===== src/rtl/rv_timer_reg_pkg.sv =====
// Shared constants for the rv_timer register stage: word addresses, field widths
// and reset values.
package rv_timer_reg_pkg;

    localparam int unsigned ADDR_W = 6;

    localparam logic [ADDR_W-1:0] ADDR_CTRL          = 6'h00;
    localparam logic [ADDR_W-1:0] ADDR_CFG           = 6'h01;
    localparam logic [ADDR_W-1:0] ADDR_INTR_ENABLE   = 6'h02;
    localparam logic [ADDR_W-1:0] ADDR_INTR_STATE    = 6'h03;
    localparam logic [ADDR_W-1:0] ADDR_INTR_TEST     = 6'h04;
    localparam logic [ADDR_W-1:0] ADDR_MTIME_LO      = 6'h05;
    localparam logic [ADDR_W-1:0] ADDR_MTIME_HI      = 6'h06;
    localparam logic [ADDR_W-1:0] ADDR_MTIMECMP_BASE = 6'h08;

    localparam int unsigned PRESCALER_W = 12;
    localparam int unsigned STEP_W      = 8;

    localparam logic [PRESCALER_W-1:0] PRESCALER_RST = '0;
    localparam logic [STEP_W-1:0]      STEP_RST      = 8'd1;
    localparam logic [63:0]            MTIMECMP_RST  = '1;

endpackage


===== src/rtl/rv_timer_intr_state.sv =====
// One interrupt bit: sticky state (hardware set, test set, W1C clear with set
// priority) plus its enable, producing the masked interrupt line.
module rv_timer_intr_state (
    input  logic clk_i,
    input  logic rst_ni,
    input  logic hw_set_i,
    input  logic test_set_i,
    input  logic clr_i,
    input  logic en_we_i,
    input  logic en_wdata_i,
    output logic state_o,
    output logic enable_o,
    output logic intr_o
);

    logic r_state;
    logic r_enable;
    logic w_state_d;

    // Set sources override a same-cycle clear, so the bit re-arms while the compare holds.
    always_comb begin
        w_state_d = (r_state & ~clr_i) | hw_set_i | test_set_i;
    end

    // State and enable registers.
    always_ff @(posedge clk_i or negedge rst_ni) begin
        if (!rst_ni) begin
            r_state  <= 1'b0;
            r_enable <= 1'b0;
        end else begin
            r_state <= w_state_d;
            if (en_we_i) begin
                r_enable <= en_wdata_i;
            end
        end
    end

    assign state_o  = r_state;
    assign enable_o = r_enable;
    assign intr_o   = r_state & r_enable;

endmodule


===== src/rtl/rv_timer_regs.sv =====
// Register/state stage around the timer core: mtime, mtimecmp[N], control and
// interrupt registers behind a 32-bit word register port.
// Optional: define RV_TIMER_HI_SNAPSHOT_EN to latch mtime[63:32] on a MTIME_LO
// read and return that snapshot on the following MTIME_HI read.
module rv_timer_regs
    import rv_timer_reg_pkg::*;
#(
    parameter int unsigned N = 1
) (
    input  logic                   clk_i,
    input  logic                   rst_ni,
    input  logic                   req_i,
    input  logic                   we_i,
    input  logic [5:0]             addr_i,
    input  logic [31:0]            wdata_i,
    output logic                   rvalid_o,
    output logic [31:0]            rdata_o,
    output logic                   rerror_o,
    output logic                   active_o,
    output logic [PRESCALER_W-1:0] prescaler_o,
    output logic [STEP_W-1:0]      step_o,
    output logic [63:0]            mtime_o,
    output logic [63:0]            mtimecmp_o [N],
    input  logic                   tick_i,
    input  logic [63:0]            mtime_d_i,
    input  logic [N-1:0]           intr_i,
    output logic [N-1:0]           intr_o
);

    logic                   r_active;
    logic [PRESCALER_W-1:0] r_prescaler;
    logic [STEP_W-1:0]      r_step;
    logic [63:0]            r_mtime;
    logic [63:0]            r_mtimecmp [N];
    logic                   r_rvalid;
    logic [31:0]            r_rdata;
    logic                   r_rerror;

    logic        w_rd;
    logic        w_wr;
    logic [4:0]  w_cmp_idx;
    logic        w_cmp_sel;
    logic        w_hit;
    logic [31:0] w_rdata;
    logic [31:0] w_mtime_hi_rd;
    logic [63:0] w_mtime_d;
    logic        w_wr_ctrl;
    logic        w_wr_cfg;
    logic        w_wr_intr_enable;
    logic        w_wr_intr_state;
    logic        w_wr_intr_test;
    logic        w_wr_mtime_lo;
    logic        w_wr_mtime_hi;
    logic [N-1:0] w_cmp_we_lo;
    logic [N-1:0] w_cmp_we_hi;
    logic [N-1:0] w_intr_state;
    logic [N-1:0] w_intr_enable;

    assign w_rd = req_i & ~we_i;
    assign w_wr = req_i & we_i;

    // Comparator decode: addresses from the base pair up as LO/HI per hart.
    always_comb begin
        w_cmp_idx = 5'((addr_i - ADDR_MTIMECMP_BASE) >> 1);
        w_cmp_sel = (addr_i >= ADDR_MTIMECMP_BASE) && ({27'd0, w_cmp_idx} < N);
    end

    // Read mux and address-hit detection; unmapped addresses read 0.
    always_comb begin
        w_rdata = '0;
        w_hit   = 1'b1;
        case (addr_i)
            ADDR_CTRL:        w_rdata[0] = r_active;
            ADDR_CFG: begin
                w_rdata[PRESCALER_W-1:0] = r_prescaler;
                w_rdata[23:16]           = r_step;
            end
            ADDR_INTR_ENABLE: w_rdata[N-1:0] = w_intr_enable;
            ADDR_INTR_STATE:  w_rdata[N-1:0] = w_intr_state;
            ADDR_INTR_TEST:   w_rdata = '0;
            ADDR_MTIME_LO:    w_rdata = r_mtime[31:0];
            ADDR_MTIME_HI:    w_rdata = w_mtime_hi_rd;
            default: begin
                if (w_cmp_sel) begin
                    for (int unsigned t = 0; t < N; t++) begin
                        if (w_cmp_idx == 5'(t)) begin
                            w_rdata = addr_i[0] ? r_mtimecmp[t][63:32] : r_mtimecmp[t][31:0];
                        end
                    end
                end else begin
                    w_hit = 1'b0;
                end
            end
        endcase
    end

    // Per-register write strobes.
    always_comb begin
        w_wr_ctrl        = w_wr && (addr_i == ADDR_CTRL);
        w_wr_cfg         = w_wr && (addr_i == ADDR_CFG);
        w_wr_intr_enable = w_wr && (addr_i == ADDR_INTR_ENABLE);
        w_wr_intr_state  = w_wr && (addr_i == ADDR_INTR_STATE);
        w_wr_intr_test   = w_wr && (addr_i == ADDR_INTR_TEST);
        w_wr_mtime_lo    = w_wr && (addr_i == ADDR_MTIME_LO);
        w_wr_mtime_hi    = w_wr && (addr_i == ADDR_MTIME_HI);
        w_cmp_we_lo      = '0;
        w_cmp_we_hi      = '0;
        for (int unsigned t = 0; t < N; t++) begin
            if (w_wr && w_cmp_sel && (w_cmp_idx == 5'(t))) begin
                w_cmp_we_lo[t] = ~addr_i[0];
                w_cmp_we_hi[t] = addr_i[0];
            end
        end
    end

    // Next mtime: a software write to either half wins over the core's tick.
    always_comb begin
        w_mtime_d = r_mtime;
        if (w_wr_mtime_lo) begin
            w_mtime_d[31:0] = wdata_i;
        end else if (w_wr_mtime_hi) begin
            w_mtime_d[63:32] = wdata_i;
        end else if (tick_i) begin
            w_mtime_d = mtime_d_i;
        end
    end

    // Control, config and mtime registers.
    always_ff @(posedge clk_i or negedge rst_ni) begin
        if (!rst_ni) begin
            r_active    <= 1'b0;
            r_prescaler <= PRESCALER_RST;
            r_step      <= STEP_RST;
            r_mtime     <= '0;
        end else begin
            if (w_wr_ctrl) begin
                r_active <= wdata_i[0];
            end
            if (w_wr_cfg) begin
                r_prescaler <= wdata_i[PRESCALER_W-1:0];
                r_step      <= wdata_i[23:16];
            end
            r_mtime <= w_mtime_d;
        end
    end

    // Comparator registers, written one 32-bit half at a time.
    always_ff @(posedge clk_i or negedge rst_ni) begin
        if (!rst_ni) begin
            for (int unsigned t = 0; t < N; t++) begin
                r_mtimecmp[t] <= MTIMECMP_RST;
            end
        end else begin
            for (int unsigned t = 0; t < N; t++) begin
                if (w_cmp_we_lo[t]) begin
                    r_mtimecmp[t][31:0] <= wdata_i;
                end
                if (w_cmp_we_hi[t]) begin
                    r_mtimecmp[t][63:32] <= wdata_i;
                end
            end
        end
    end

    // Registered response, one cycle after every request; write responses carry 0.
    always_ff @(posedge clk_i or negedge rst_ni) begin
        if (!rst_ni) begin
            r_rvalid <= 1'b0;
            r_rdata  <= '0;
            r_rerror <= 1'b0;
        end else begin
            r_rvalid <= req_i;
            r_rdata  <= w_rd ? w_rdata : 32'd0;
            r_rerror <= req_i & ~w_hit;
        end
    end

`ifdef RV_TIMER_HI_SNAPSHOT_EN
    logic [31:0] r_mtime_hi_shadow;

    // Capture the upper half alongside a LO read so LO-then-HI is carry-consistent.
    always_ff @(posedge clk_i or negedge rst_ni) begin
        if (!rst_ni) begin
            r_mtime_hi_shadow <= '0;
        end else if (w_rd && (addr_i == ADDR_MTIME_LO)) begin
            r_mtime_hi_shadow <= r_mtime[63:32];
        end
    end

    assign w_mtime_hi_rd = r_mtime_hi_shadow;
`else
    assign w_mtime_hi_rd = r_mtime[63:32];
`endif

    for (genvar t = 0; t < N; t++) begin : g_intr
        rv_timer_intr_state u_intr_state (
            .clk_i      (clk_i),
            .rst_ni     (rst_ni),
            .hw_set_i   (intr_i[t]),
            .test_set_i (w_wr_intr_test & wdata_i[t]),
            .clr_i      (w_wr_intr_state & wdata_i[t]),
            .en_we_i    (w_wr_intr_enable),
            .en_wdata_i (wdata_i[t]),
            .state_o    (w_intr_state[t]),
            .enable_o   (w_intr_enable[t]),
            .intr_o     (intr_o[t])
        );
    end

    assign rvalid_o    = r_rvalid;
    assign rdata_o     = r_rdata;
    assign rerror_o    = r_rerror;
    assign active_o    = r_active;
    assign prescaler_o = r_prescaler;
    assign step_o      = r_step;
    assign mtime_o     = r_mtime;
    assign mtimecmp_o  = r_mtimecmp;

endmodule


===== config.mk =====
export PLATFORM = sky130hd
export DESIGN_NAME = rv_timer_regs
export DESIGN_NICKNAME = d
export VERILOG_FILES = /design/src/rtl/rv_timer_reg_pkg.sv /design/src/rtl/rv_timer_intr_state.sv /design/src/rtl/rv_timer_regs.sv
export SDC_FILE = /design/constraint.sdc
export NUM_CORES = 1
export LEC_CHECK = 0
export BUFFER_PORTS_ARGS = -buffer_cell sky130_fd_sc_hd__buf_2
export CAP_MARGIN = 20
export CORE_ASPECT_RATIO = 0.75
export CORE_MARGIN = 8
export CORE_UTILIZATION = 40
export CTS_CLUSTER_DIAMETER = 60
export DETAILED_ROUTE_END_ITERATION = 6
export HOLD_SLACK_MARGIN = 0.03
export PLACE_DENSITY = 0.7
export SETUP_SLACK_MARGIN = 0.02
export SYNTH_ARGS = -nofsm -noshare
export SYNTH_HDL_FRONTEND = slang
export SYNTH_SLANG_ARGS = --single-unit

===== constraint.sdc =====
create_clock -name clk_i -period 1.46 [get_ports clk_i]
set_clock_uncertainty 0.2 [all_clocks]
set_input_delay 0.146 -clock clk_i [delete_from_list [all_inputs] [get_ports clk_i]]
set_output_delay 0.146 -clock clk_i [all_outputs]
set_load 0.02 [all_outputs]

## Yosys cells after proc, flatten, opt, wreduce, memory -nomap -nowiden

Index checks and enable logic that the tools add are counted.

- Register bits after elaboration: 185
- Input port bits: 108
- Output and inout port bits: 184
- Logic and storage cells: 72

- $add $sub $neg: 1
- $lt $le $gt $ge: 2
- Equal/unequal tests: 7
- Muxes and demuxes: 17
- Bitwise gates (word level): 14
- Reduce and logical (&&, ||, !) cells: 19

Operator list:

| cell | count |
|---|---|
| $mux 32 | 7 |
| $mux 64 | 1 |
| $pmux 11 s4 | 1 |
| $pmux 8 s4 | 1 |
| $pmux 8 s3 | 1 |
| $eq 6x3->1 const B | 3 |
| $eq 6x2->1 const B | 2 |
| $pmux 4 s3 | 1 |
| $logic_and 1x1->1 | 10 |
| $and 1x1->1 | 7 |
| $pmux 1 s7 | 1 |
| $reduce_or 7->1 | 1 |
| $eq 6x1->1 const B | 1 |
| $ge 6x4->1 const B | 1 |
| $logic_not 6->1 | 1 |
| $sub 6x4->6 const B | 1 |
| $logic_not 5->1 | 1 |
| $lt 5x1->1 const B | 1 |
| $not 1->1 | 5 |
| $reduce_or 5->1 | 1 |
| $mux 1 | 4 |
| $reduce_and 2->1 | 2 |
| $reduce_bool 2->1 | 2 |
| $reduce_or 4->1 | 1 |
| other kinds (2) | 3 |

## Longest topological paths before layout

Gate-level depths: netlist (run 1).

- Depth in word-level cells: 7
- Gate-level depth with buffers: 9
- Mapped depth without buffers: 6

## By module

From an unflattened synthesis (run 1), not the netlist that was laid out.

- Cells, all modules: 655
- Area, all modules: 8787.2 µm²

Modules (own cells, without submodules):

| module | times used | cells an instance | area each (µm²) | sequential area each (µm²) |
|---|---|---|---|---|
| rv_timer_regs | 1 | 648 | 8703.3 | 4660.7 |
| rv_timer_intr_state | 1 | 7 | 83.8 | 50.0 |

## Worst setup path before layout (run 1)

Ideal clock, no wire load.

- Kind: input port to flip-flop
- From: in addr_i[4]
- To: reg r_mtimecmp (netlist bit mtimecmp_o[33])
- Setup time: 82 ps
- Arrival: 1672 ps
- Required time: 1178 ps
- Path slack: -494 ps
- Cell stages on the path: 9
- Path buffers: 3
- Path through: inv_1 -> ha_1 -> and4bb_1 -> and3_1 -> buf_2 -> and4_4 -> buf_6 -> buf_8 -> mux2_4

- Cells in the longest elaborated chain, start to end: 6
- Elaborated cells between the ends (all ways): 8
- Those cells by class: 1 x add/sub; 2 x order compare; 1 x mux; 4 x reduce/logical

Ends and longest elaborated chain:

| what | line | RTL |
|---|---|---|
| start, declared | rv_timer_regs.sv:14 | `input logic [5:0] addr_i,` |
| $sub 6x4->6 | rv_timer_regs.sv:64 | `w_cmp_idx = 5'((addr_i - ADDR_MTIMECMP_BASE) >> 1);` |
| $lt 5x1->1 | rv_timer_regs.sv:65 | `w_cmp_sel = (addr_i >= ADDR_MTIMECMP_BASE) && ({27'd0, w_cmp_idx} < N);` |
| $logic_and 1x1->1 | rv_timer_regs.sv:65 |  |
| $logic_and 1x1->1 | rv_timer_regs.sv:109 | `if (w_wr && w_cmp_sel && (w_cmp_idx == 5'(t))) begin` |
| $logic_and 1x1->1 * | rv_timer_regs.sv:109 |  |
| $mux 1 * | rv_timer_regs.sv:109 |  |
| end signal, assigned by index | rv_timer_regs.sv:156 | `r_mtimecmp[t][31:0] <= wdata_i;` |
| end signal, assigned by index | rv_timer_regs.sv:159 | `r_mtimecmp[t][63:32] <= wdata_i;` |
| end, declared | rv_timer_regs.sv:34 | `logic [63:0] r_mtimecmp [N];` |

Mark *: on every way between the ends. The rest lies on a longest branch, timed or not.
A chain may end at the register's enable or synchronous reset.

## Worst setup path in the final report (run 1)

- From: in addr_i[3]
- To: reg r_mtimecmp (netlist bit mtimecmp_o[45])

Same word-level chain as after synthesis.

==> out/results.ini, run 1 <==
[status]
status=finished, violations left
failed_checks=negative setup slack

[sta]
finalSetupViolCount=217
tns_ns=-14.86
finalWorstSetupSlack_ns=-0.141
hold_slack_ns=0.0523
fmax_mhz=625
min_period_ns=1.60
worst_pin_slew_ns=0.640
slew_violations=0
grt_setup_unrepaired=true
period_share_pct=110
final-hold-violation-count=0
maxSlewHeadroom_pct=57.2

[yosys]
ys_ff_latch=185
synth-edff-count=0
synthArstFlopShare_pct=100
ys_seq_area_share_pct=52.4
synth.distinct_cells=48
synth_common_cells=196 x mux2_2, 120 x dfrtp_1, 65 x dfstp_2
yosysMostFrequentCell=mux2_2
synthCells=613
ys_top_cells_by_area=dfrtp_1 33%, mux2_2 25%, dfstp_2 19%
syn_nets=723
syn_area_per_cell_sq_um=14.7
yosysWarningCount=0
synthesis.area_sq_um=9000
synth_largest_area_cell=dfrtp_1
synth_top_cell_area_share_pct=33.4
synthFlopType=dfrtp_1

[clock_tree]
root_buffer=clkbuf_16
clock_path_buffers=2
clkLatencyLatePin_ns=0.44
cts_tree=done
cts-buffers-inserted=17
cts.htree.levels=4
cts.clk_slew.worst_paths_ns=0.08
clock-sinks=185

[setup_path]
critPathLaunchType=input port
cp-end-kind=flip-flop
cpMostUsedCell=buf_12
crit_family=simple AND/OR/NAND/NOR gates
critPathMaxFanout=6
crit_required_ns=1.63
cpPeakStageDelay_ns=0.30
ff2ff_path_depth=4
worst_path_max_delay_cell=mux2_4
path_cells=buf_12 -> inv_8 -> ha_4 -> and4bb_1 -> and3_4 -> and4_4 -> buf_6 -> buf_12 -> mux2_4
crit_arrival_ns=1.77
crit_buf_inv=4
cp_num_cells=9
path_class=input port to flip-flop

[drt]
wl_mm=35.1
drtIter0Drc=459
viasPerCell=5.38
first_pass_iters=5
wl_per_cell_um=24.3
vias=7776
ant_nets=0
drcViolationCount=0

[grt]
gr-usage-all-layers_pct=24.7
grt_overflow_total=0
grt_pass1_vias=8725
grt_start_max_net_pins=63
grt_pass1_wl_mm=52.6
antenna_found_initial=3

[run]
max-cap-violations=0

[finish]
multi_input_area_sq_um=4220
seqCellArea_sq_um=4710
drive_gt1_share_pct=71.2
nNetsFinal=1245
fillCellCount=1531
syn_to_final_growth_pct=63.7

[power_and_ir_drop]
power.internal_mw=8.96
swShare_pct=30.3
clockPowerShare_pct=37.2
power_switching_mw=3.90
power_density_nw_per_um2=873
p_seq_share_pct=44.3
comb_power_share_pct=18.5
leakagePower_nw=6.92
max-vdd-ir-drop_mv=0.707

[min_path]
min_path_type=input port to async pin

[die]
rows=47
die_area_sq_um=27600
initial_utilization_pct=40.8
die_x_um=189
coreArea_sq_um=22100
die_h_um=146
io_pins=292

[placed_design]
place.gp.congestion=0.794
io_buffers=291
dp.final_hpwl_mm=21.6

==> area by class of cell <==
class	count	share of cell area [%]
Timing Repair Buffer	550	32.4
Clock inverter	15	1.31
Tap cell	294	2.50
Clock buffer	17	2.89
Antenna cell	3	0.0510
Multi-Input combinational cell	377	28.6
Sequential cell	185	32.0
Inverter	4	0.204
==> sequential cells by signal (all words and copies together) (netlist names) <==
name                          count
g_intr.u_intr_state.state_o       1
rdata_o                          32
rerror_o                          1
step_o                            8
active_o                          1
rvalid_o                          1
prescaler_o                      12
g_intr.u_intr_state.enable_o      1
mtimecmp_o                       64
mtime_o                          64
==> placed cells by master, fill, tap and decap left out, types with 3 or more instances in the layout <==
master         instances
diode_2                3
a222oi_1              27
dlygate4sd3_1        101
a221oi_2               6
a22oi_2                3
nand2_1                5
dfrtp_1              120
buf_12                30
inv_8                  6
a21oi_1                5
clkbuf_16             19
buf_6                107
a211oi_2               7
buf_2                219
mux2_4                74
a211oi_1              23
buf_8                  3
mux2_2               153
nor3_4                 3
nor2_1                13
nor2b_1               16
buf_16                 5
mux2i_1                5
dfstp_2               65
clkinv_8               6
buf_4                 82
==> metrics by stage <==
step	std cells	total power [mW]	instance area [sq um]	worst slack, ns	utilization, %
after CTS	1430	12.8	14500	-0.156	65.8
after global placement	1229	7.71	11500	-0.682	52.2
after global routing	1445	13.3	14700	-0.167	66.8
after detailed placement	1229	7.74	11500	-0.707	52.2
after floorplan	613	6.78	9270	-0.429	-
final	1445	12.9	14700	-0.141	66.8
==> power groups by stage <==
stage / registers, mW / logic, mW / clock network, mW
3_3_place_gp: 5.76 / 1.95 / 0
2_1_floorplan: 6.08 / 0.706 / 0
5_1_grt: 5.73 / 2.51 / 5.06
3_5_place_dp: 5.76 / 1.97 / 0
6_report: 5.69 / 2.38 / 4.79
4_1_cts: 5.68 / 2.30 / 4.85
==> kinds of logic (layout without fill, tap and decap cells) <==
kind of cell	after synthesis	in the layout	share of synthesized area, %
buf+inv	51	586	4.17
flops	185	185	52.4
compound gates	86	86	8.66
simple gates	56	56	4.20
mux	232	232	30.2
xor+xnor	1	1	0.0974
other cells	0	3	0
fa+ha+maj	2	2	0.278
==> per-layer routing <==
layer	GRT usage (%)	up-vias	share of wire [%]
li1	-	3385	-
met1	30.1	3950	40
met2	40.4	350	49
met3	6.75	91	6.9
met4	10.8	0	3.8
met5	0	-	0
==> repair_timing <==
item | in CTS | in global routing
resized for setup | 189 | 40
hold endpoints to repair | 338 | 14
setup buffers | 61 | 15
endpoints found under the setup margin | 248 | 327
hold buffers | 102 | 1
pin swaps | 21 | 30
cloned | 8 | 2
==> worst paths after layout <==
path,slack (ns),startpoint,endpoint
setup / recovery,-0.14,addr_i[3],mtimecmp_o[45]
hold / removal,0.05,rst_ni,mtime_o[18]
setup reg to reg,-0.10,mtimecmp_o[60],rdata_o[28]
hold reg to reg,0.33,step_o[6],step_o[6]
max in group asynchronous,-0.02,rst_ni,mtime_o[19]
min in group clk_i,0.05,we_i,g_intr[0].u_intr_state.enable_o
==> worst register-to-register path, stage by stage, from the launching register on <==
cell and delay (ns):
dfstp_2 0.39, buf_6 0.12, mux2_4 0.26, a222oi_1 0.39
nor2_1 0.09
Power figures use the tool's default switching activity.
==> run 2, diff against run 1 <==
--- a/config.mk
+++ b/config.mk
@@ -8,12 +8,12 @@
 export BUFFER_PORTS_ARGS = -buffer_cell sky130_fd_sc_hd__buf_2
 export CAP_MARGIN = 20
 export CORE_ASPECT_RATIO = 0.75
-export CORE_MARGIN = 8
-export CORE_UTILIZATION = 40
+export CORE_MARGIN = 4
+export CORE_UTILIZATION = 51
 export CTS_CLUSTER_DIAMETER = 60
 export DETAILED_ROUTE_END_ITERATION = 6
 export HOLD_SLACK_MARGIN = 0.03
-export PLACE_DENSITY = 0.7
+export PLACE_DENSITY = 0.85
 export SETUP_SLACK_MARGIN = 0.02
 export SYNTH_ARGS = -nofsm -noshare
 export SYNTH_HDL_FRONTEND = slang
==> run 2 against run 1 <==
The run ends with negative hold slack, negative setup slack left. Combinational power rose by 7%. Setup slack got worse by 0.13 ns. Via count rose by 9.0%. Critical path depth did not move. Sequential share of layout area barely moved. Hold slack got worse by 0.098 ns. Sequential power rose by 0.9%. Fmax fell by 7.6%. Largest power group unchanged.
==> out/results.ini, run 2 (synthesis results as in run 1) <==
[status]
status=finished, violations left
failed_checks=negative hold slack, negative setup slack

[clock_tree]
cts.htree.levels=4  ; unchanged
cts_hold_buf=100  ; -2.0%
root_buffer=clkbuf_16
clkLatencyLatePin_ns=0.45  ; about the same
clock_path_buffers=2  ; unchanged
cts.clk_slew.worst_paths_ns=0.07  ; about the same
cts-buffers-inserted=17  ; unchanged
cts_tree=done
clock-sinks=185  ; unchanged

[die]
initial_utilization_pct=52.7  ; +12 points
die_area_sq_um=19900  ; -28%
rows=41  ; -13%
die_x_um=161  ; -15%
io_pins=292  ; unchanged
coreArea_sq_um=17100  ; -23%
die_h_um=123  ; -16%

[sta]
grt_setup_unrepaired=true
maxSlewHeadroom_pct=57.9  ; +0.69 points
final-hold-violation-count=13  ; +13
slew_violations=0  ; unchanged
min_period_ns=1.73  ; +0.131 ns
finalWorstSetupSlack_ns=-0.272  ; -0.131 ns
worst_pin_slew_ns=0.632  ; -0.00820 ns
tns_ns=-21.87  ; -7.01 ns
hold_slack_ns=-0.0455  ; -0.0978 ns
fmax_mhz=578  ; -7.6%
period_share_pct=119  ; +9.0 points
finalSetupViolCount=213  ; -1.8%

[finish]
final_cell_mix=218 x buf_2, 139 x mux2_2, 120 x dfrtp_1, 102 x buf_4, 100 x dlygate4sd3_1
syn_to_final_growth_pct=63.5  ; about the same
drive_gt1_share_pct=71.5  ; +0.37 points
layout_commonest_cell=buf_2
nNetsFinal=1246  ; +0.080%
fin_util_pct=86.1  ; +19 points
fillCellCount=718  ; -53%

[setup_path]
path_cells=buf_8 -> or3_4 -> buf_6 -> buf_12 -> nor3_4 -> buf_6 -> clkbuf_16 -> a222oi_1 -> a211oi_1
crit_required_ns=1.60  ; -0.03 ns
cpMostUsedCell=buf_6
worst_path_max_delay_cell=or3_4
path_class=input port to flip-flop
critPathLaunchType=input port
reg2reg_slack_ns=-0.17  ; -0.07 ns
cpPeakStageDelay_ns=0.43  ; +0.13 ns
critPathMaxFanout=8  ; +2
crit_arrival_ns=1.87  ; +0.10 ns
cp-end-kind=flip-flop

[grt]
grt_pass1_vias=9280  ; +6.4%
gr-usage-all-layers_pct=36.5  ; +12 points
grt_start_max_net_pins=45  ; -29%
antenna_found_initial=1  ; -2
grt_overflow_total=0  ; unchanged
grt_pass1_wl_mm=54.8  ; +4.3%

[power_and_ir_drop]
power_density_nw_per_um2=903  ; +3.4%
comb_power_share_pct=19.1  ; +0.6 points
clockPowerShare_pct=37.7  ; +0.5 points
power.internal_mw=9.38  ; +4.7%
finalPower_mw=13.3  ; +3.3%
leakagePower_nw=7.03  ; +1.6%
max-vdd-ir-drop_mv=0.822  ; +16%
swShare_pct=29.4  ; -0.91 points
p_seq_share_pct=43.2  ; -1.1 points
power_switching_mw=3.90  ; +0.19%

[drt]
viasPerCell=6.11  ; +13%
drcViolationCount=0  ; unchanged
drtIter0Drc=891  ; +94%
ant_nets=0  ; unchanged
wl_mm=39.3  ; +12%
vias=8475  ; +9.0%
first_pass_iters=6  ; +1
wl_per_cell_um=28.3  ; +16%

[run]
max-cap-violations=0  ; unchanged

[placed_design]
place.gp.congestion=0.887  ; +12%
dp.final_hpwl_mm=20.1  ; -6.9%
io_buffers=291  ; unchanged
preCtsSetupSlack_ns=-0.689  ; +0.0180 ns

[min_path]
min_path_type=input port to async pin

run 2: layout make-up:
class,instances,area (sq um),area share (%)
diodes,3,7.51,0.0510
clock buffers,19,453,3.08
clock inverters,13,176,1.20
inverters,4,30.0,0.204
multi-input cells,377,4310,29.3
flip-flops and latches,185,4710,32.0
well taps,236,295,2.01
repair buffers,551,4730,32.1
run 2: final timing paths:
check,start,to,cells after the start
max,addr_i[3],rdata_o[18],9
min,rst_ni,prescaler_o[0],2
max reg2reg,g_intr[0].u_intr_state.state_o,rdata_o[0],4
min reg2reg,mtime_o[39],mtime_o[39],1
max in group asynchronous,rst_ni,mtimecmp_o[62],3
min in group clk_i,addr_i[2],g_intr[0].u_intr_state.enable_o,5
run 2: stage by stage:
| stage | std cells | cell area (sq um) |
|---|---|---|
| global placement | 1169 | 11400 |
| global route | 1386 | 14700 |
| CTS | 1368 | 14300 |
| floorplan | 613 | 9270 |
| finish | 1388 | 14700 |
| detailed placement | 1169 | 11400 |
run 2: power groups by stage:
stage               Combinational, mW  Clock (mW)  Sequential (mW)
finish                           2.54        5.00             5.74
global route                     2.63        5.18             5.76
CTS                              2.32        4.94             5.69
detailed placement               1.94           0             5.77
global placement                 1.90           0             5.76
floorplan                       0.706           0             6.08
run 2: layer usage:
layer  GRT usage, %  share of wire (%)  vias up
met2           61.9                 49      678
met3           10.5                9.7      173
met5              0                  0        -
met1           41.9                 36     4260
li1               -                  -     3364
met4           21.4                5.4        0
run 2: critical path: cells and delay by family:
family	cells	cell delay [ns]
buf+inv	5	0.72
simple gates	2	0.61
compound gates	2	0.38
run 2: timing repair:
action                                 in CTS  in global routing
endpoints found under the hold margin     338                 13
buffers inserted                           61                 17
setup endpoints to repair                 249                246
gates resized for setup                   182                 49
cloned                                      7                  3
pin swaps                                  21                 24
==> run 3, diff against run 2 <==
--- a/config.mk
+++ b/config.mk
@@ -15,6 +15,7 @@
 export HOLD_SLACK_MARGIN = 0.03
 export PLACE_DENSITY = 0.85
 export SETUP_SLACK_MARGIN = 0.02
+export SKIP_LAST_GASP = 1
 export SYNTH_ARGS = -nofsm -noshare
 export SYNTH_HDL_FRONTEND = slang
 export SYNTH_SLANG_ARGS = --single-unit
==> run 3 against run 2 <==
Power fell by 0.17%. Largest cell class is now flip-flops and latches. The flow finishes with violations (design-rule violations, negative hold slack, negative setup slack). Design area down 0.49%. Critical path depth unchanged. Register-to-register slack hardly changed. Critical path type unchanged.
==> out/results.ini, run 3 (synthesis results as in run 1) <==
[drt]
viasPerCell=6.15  ; +0.69%
drcViolationCount=6  ; +6
ant_nets=0  ; unchanged
first_pass_iters=7  ; +1
wl_met1_mm=14.1  ; +0.15%
wl_per_cell_um=28.2  ; -0.45%
wl_met3_mm=3.78  ; -0.37%
wl_met2_mm=18.9  ; -2.2%
vias=8509  ; +0.40%
top_layer_used=met4
drtIter0Drc=995  ; +12%
wl_mm=39.0  ; -0.74%

[setup_path]
worst_path_max_delay_cell=or3_4
crit_required_ns=1.59  ; about the same
critPathLaunchType=input port
cpPeakStageDelay_ns=0.43  ; about the same
cp-end-kind=flip-flop
critPathMaxFanout=8  ; unchanged
crit_path_start=addr_i[3]
r2r-start=g_intr[0].u_intr_state.state_o
path_class=input port to flip-flop
path_cells=buf_8 -> or3_4 -> buf_6 -> buf_12 -> nor3_4 -> buf_6 -> clkbuf_16 -> a222oi_1 -> a211oi_1
crit_arrival_ns=1.86  ; about the same
cpMostUsedCell=buf_6

[placed_design]
io_buffers=291  ; unchanged
preCtsSetupSlack_ns=-0.689  ; unchanged
place.gp.congestion=0.887  ; unchanged
dp.final_hpwl_mm=20.1  ; unchanged

[sta]
period_share_pct=118  ; -0.12 points
finalWorstSetupSlack_ns=-0.270  ; +0.00182 ns
finalSetupViolCount=202  ; -5.2%
maxSlewHeadroom_pct=61.6  ; +3.7 points
hold_slack_ns=-0.0425  ; +0.00297 ns
min_period_ns=1.73  ; -0.00182 ns
slew_violations=0  ; unchanged
grt_setup_unrepaired=true
final-hold-violation-count=13  ; unchanged
worst_pin_slew_ns=0.576  ; -0.0558 ns
tns_ns=-21.91  ; -0.0425 ns
fmax_mhz=578  ; +0.10%

[clock_tree]
clock_path_buffers=2  ; unchanged
clock-sinks=185  ; unchanged
cts_tree=done
cts-buffers-inserted=17  ; unchanged
clkLatencyLatePin_ns=0.44  ; about the same
cts_hold_buf=100  ; unchanged
root_buffer=clkbuf_16
cts.htree.levels=4  ; unchanged
cts.clk_slew.worst_paths_ns=0.07  ; about the same

[die]
coreArea_sq_um=17100  ; unchanged
die_area_sq_um=19900  ; unchanged
initial_utilization_pct=52.7  ; unchanged
io_pins=292  ; unchanged
rows=41  ; unchanged
die_h_um=123  ; unchanged
die_x_um=161  ; unchanged

[finish]
final_cell_mix=218 x buf_2, 140 x mux2_2, 119 x dfrtp_1, 100 x dlygate4sd3_1, 96 x buf_4
nNetsFinal=1240  ; -0.48%
layout_commonest_cell=buf_2
drive_gt1_share_pct=71.3  ; -0.24 points
syn_to_final_growth_pct=62.7
fillCellCount=723  ; +0.70%

[grt]
antenna_found_initial=3  ; +2
grt_start_max_net_pins=45  ; unchanged
grt_pass1_wl_mm=55.0  ; +0.28%
grt_overflow_total=0  ; unchanged
grt_pass1_vias=9249  ; -0.33%
gr-usage-all-layers_pct=36.7  ; +0.13 points

[power_and_ir_drop]
max-vdd-ir-drop_mv=0.839  ; +2.1%
power_density_nw_per_um2=906  ; +0.32%
leakagePower_nw=6.97  ; -0.99%

[run]
max-cap-violations=0  ; unchanged

[status]
status=finished, violations left
failed_checks=design-rule violations, negative hold slack, negative setup slack

[min_path]
min_path_type=input port to async pin

## run 3: metrics by stage
stage,util (%),std cells,hold WS [ns],power (mW),cell area (sq um)
floorplan,-,613,-0.350,6.78,9270
global placement,66.9,1169,-0.154,7.65,11400
detailed placement,66.9,1169,-0.155,7.71,11400
CTS,83.9,1368,-0.0404,12.9,14300
global route,85.7,1382,-0.0347,13.6,14600
finish,85.7,1384,-0.0425,13.3,14600
## run 3: cell type report
cell class,instances,area (sq um),area share (%)
clock inverters,13,176,1.21
flip-flops and latches,185,4710,32.2
repair buffers,545,4680,32.0
multi-input cells,377,4280,29.3
inverters,4,30.0,0.205
clock buffers,19,453,3.09
well taps,236,295,2.02
diodes,5,12.5,0.0855
## run 3: final timing paths
check                                                   to  slack, ns  cells after the start
max                                            rdata_o[18]      -0.27                      9
min                                            mtime_o[31]      -0.04                      2
max reg2reg                                     rdata_o[0]      -0.18                      4
min reg2reg                                     mtime_o[8]       0.34                      1
max in group asynchronous                   mtimecmp_o[62]       0.48                      3
min in group clk_i         g_intr[0].u_intr_state.enable_o       0.15                      5
## run 3: per-layer routing
metal | track usage (%) | vias up
li1 | - | 3362
met1 | 42.8 | 4249
met2 | 61.4 | 718
met3 | 10.5 | 180
met4 | 21.2 | 0
met5 | 0 | -
## run 3: critical path: cells and delay by family
family | cells | cell delay [ns]
buffers and inverters | 5 | 0.72
AO/OA/AOI/OAI | 2 | 0.38
AND/OR/NAND/NOR | 2 | 0.61
## run 3: power by group
group / switching (mW) / internal, mW
registers: 0.304 / 5.43
logic: 1.30 / 1.24
clock network: 2.28 / 2.70
## run 3: repair_timing
action	4_1_cts	5_1_grt
gates cloned	7	6
resized for setup	180	47
hold endpoints to repair	338	13
pin swaps	18	22
setup buffers	61	11
endpoints found under the setup margin	249	236
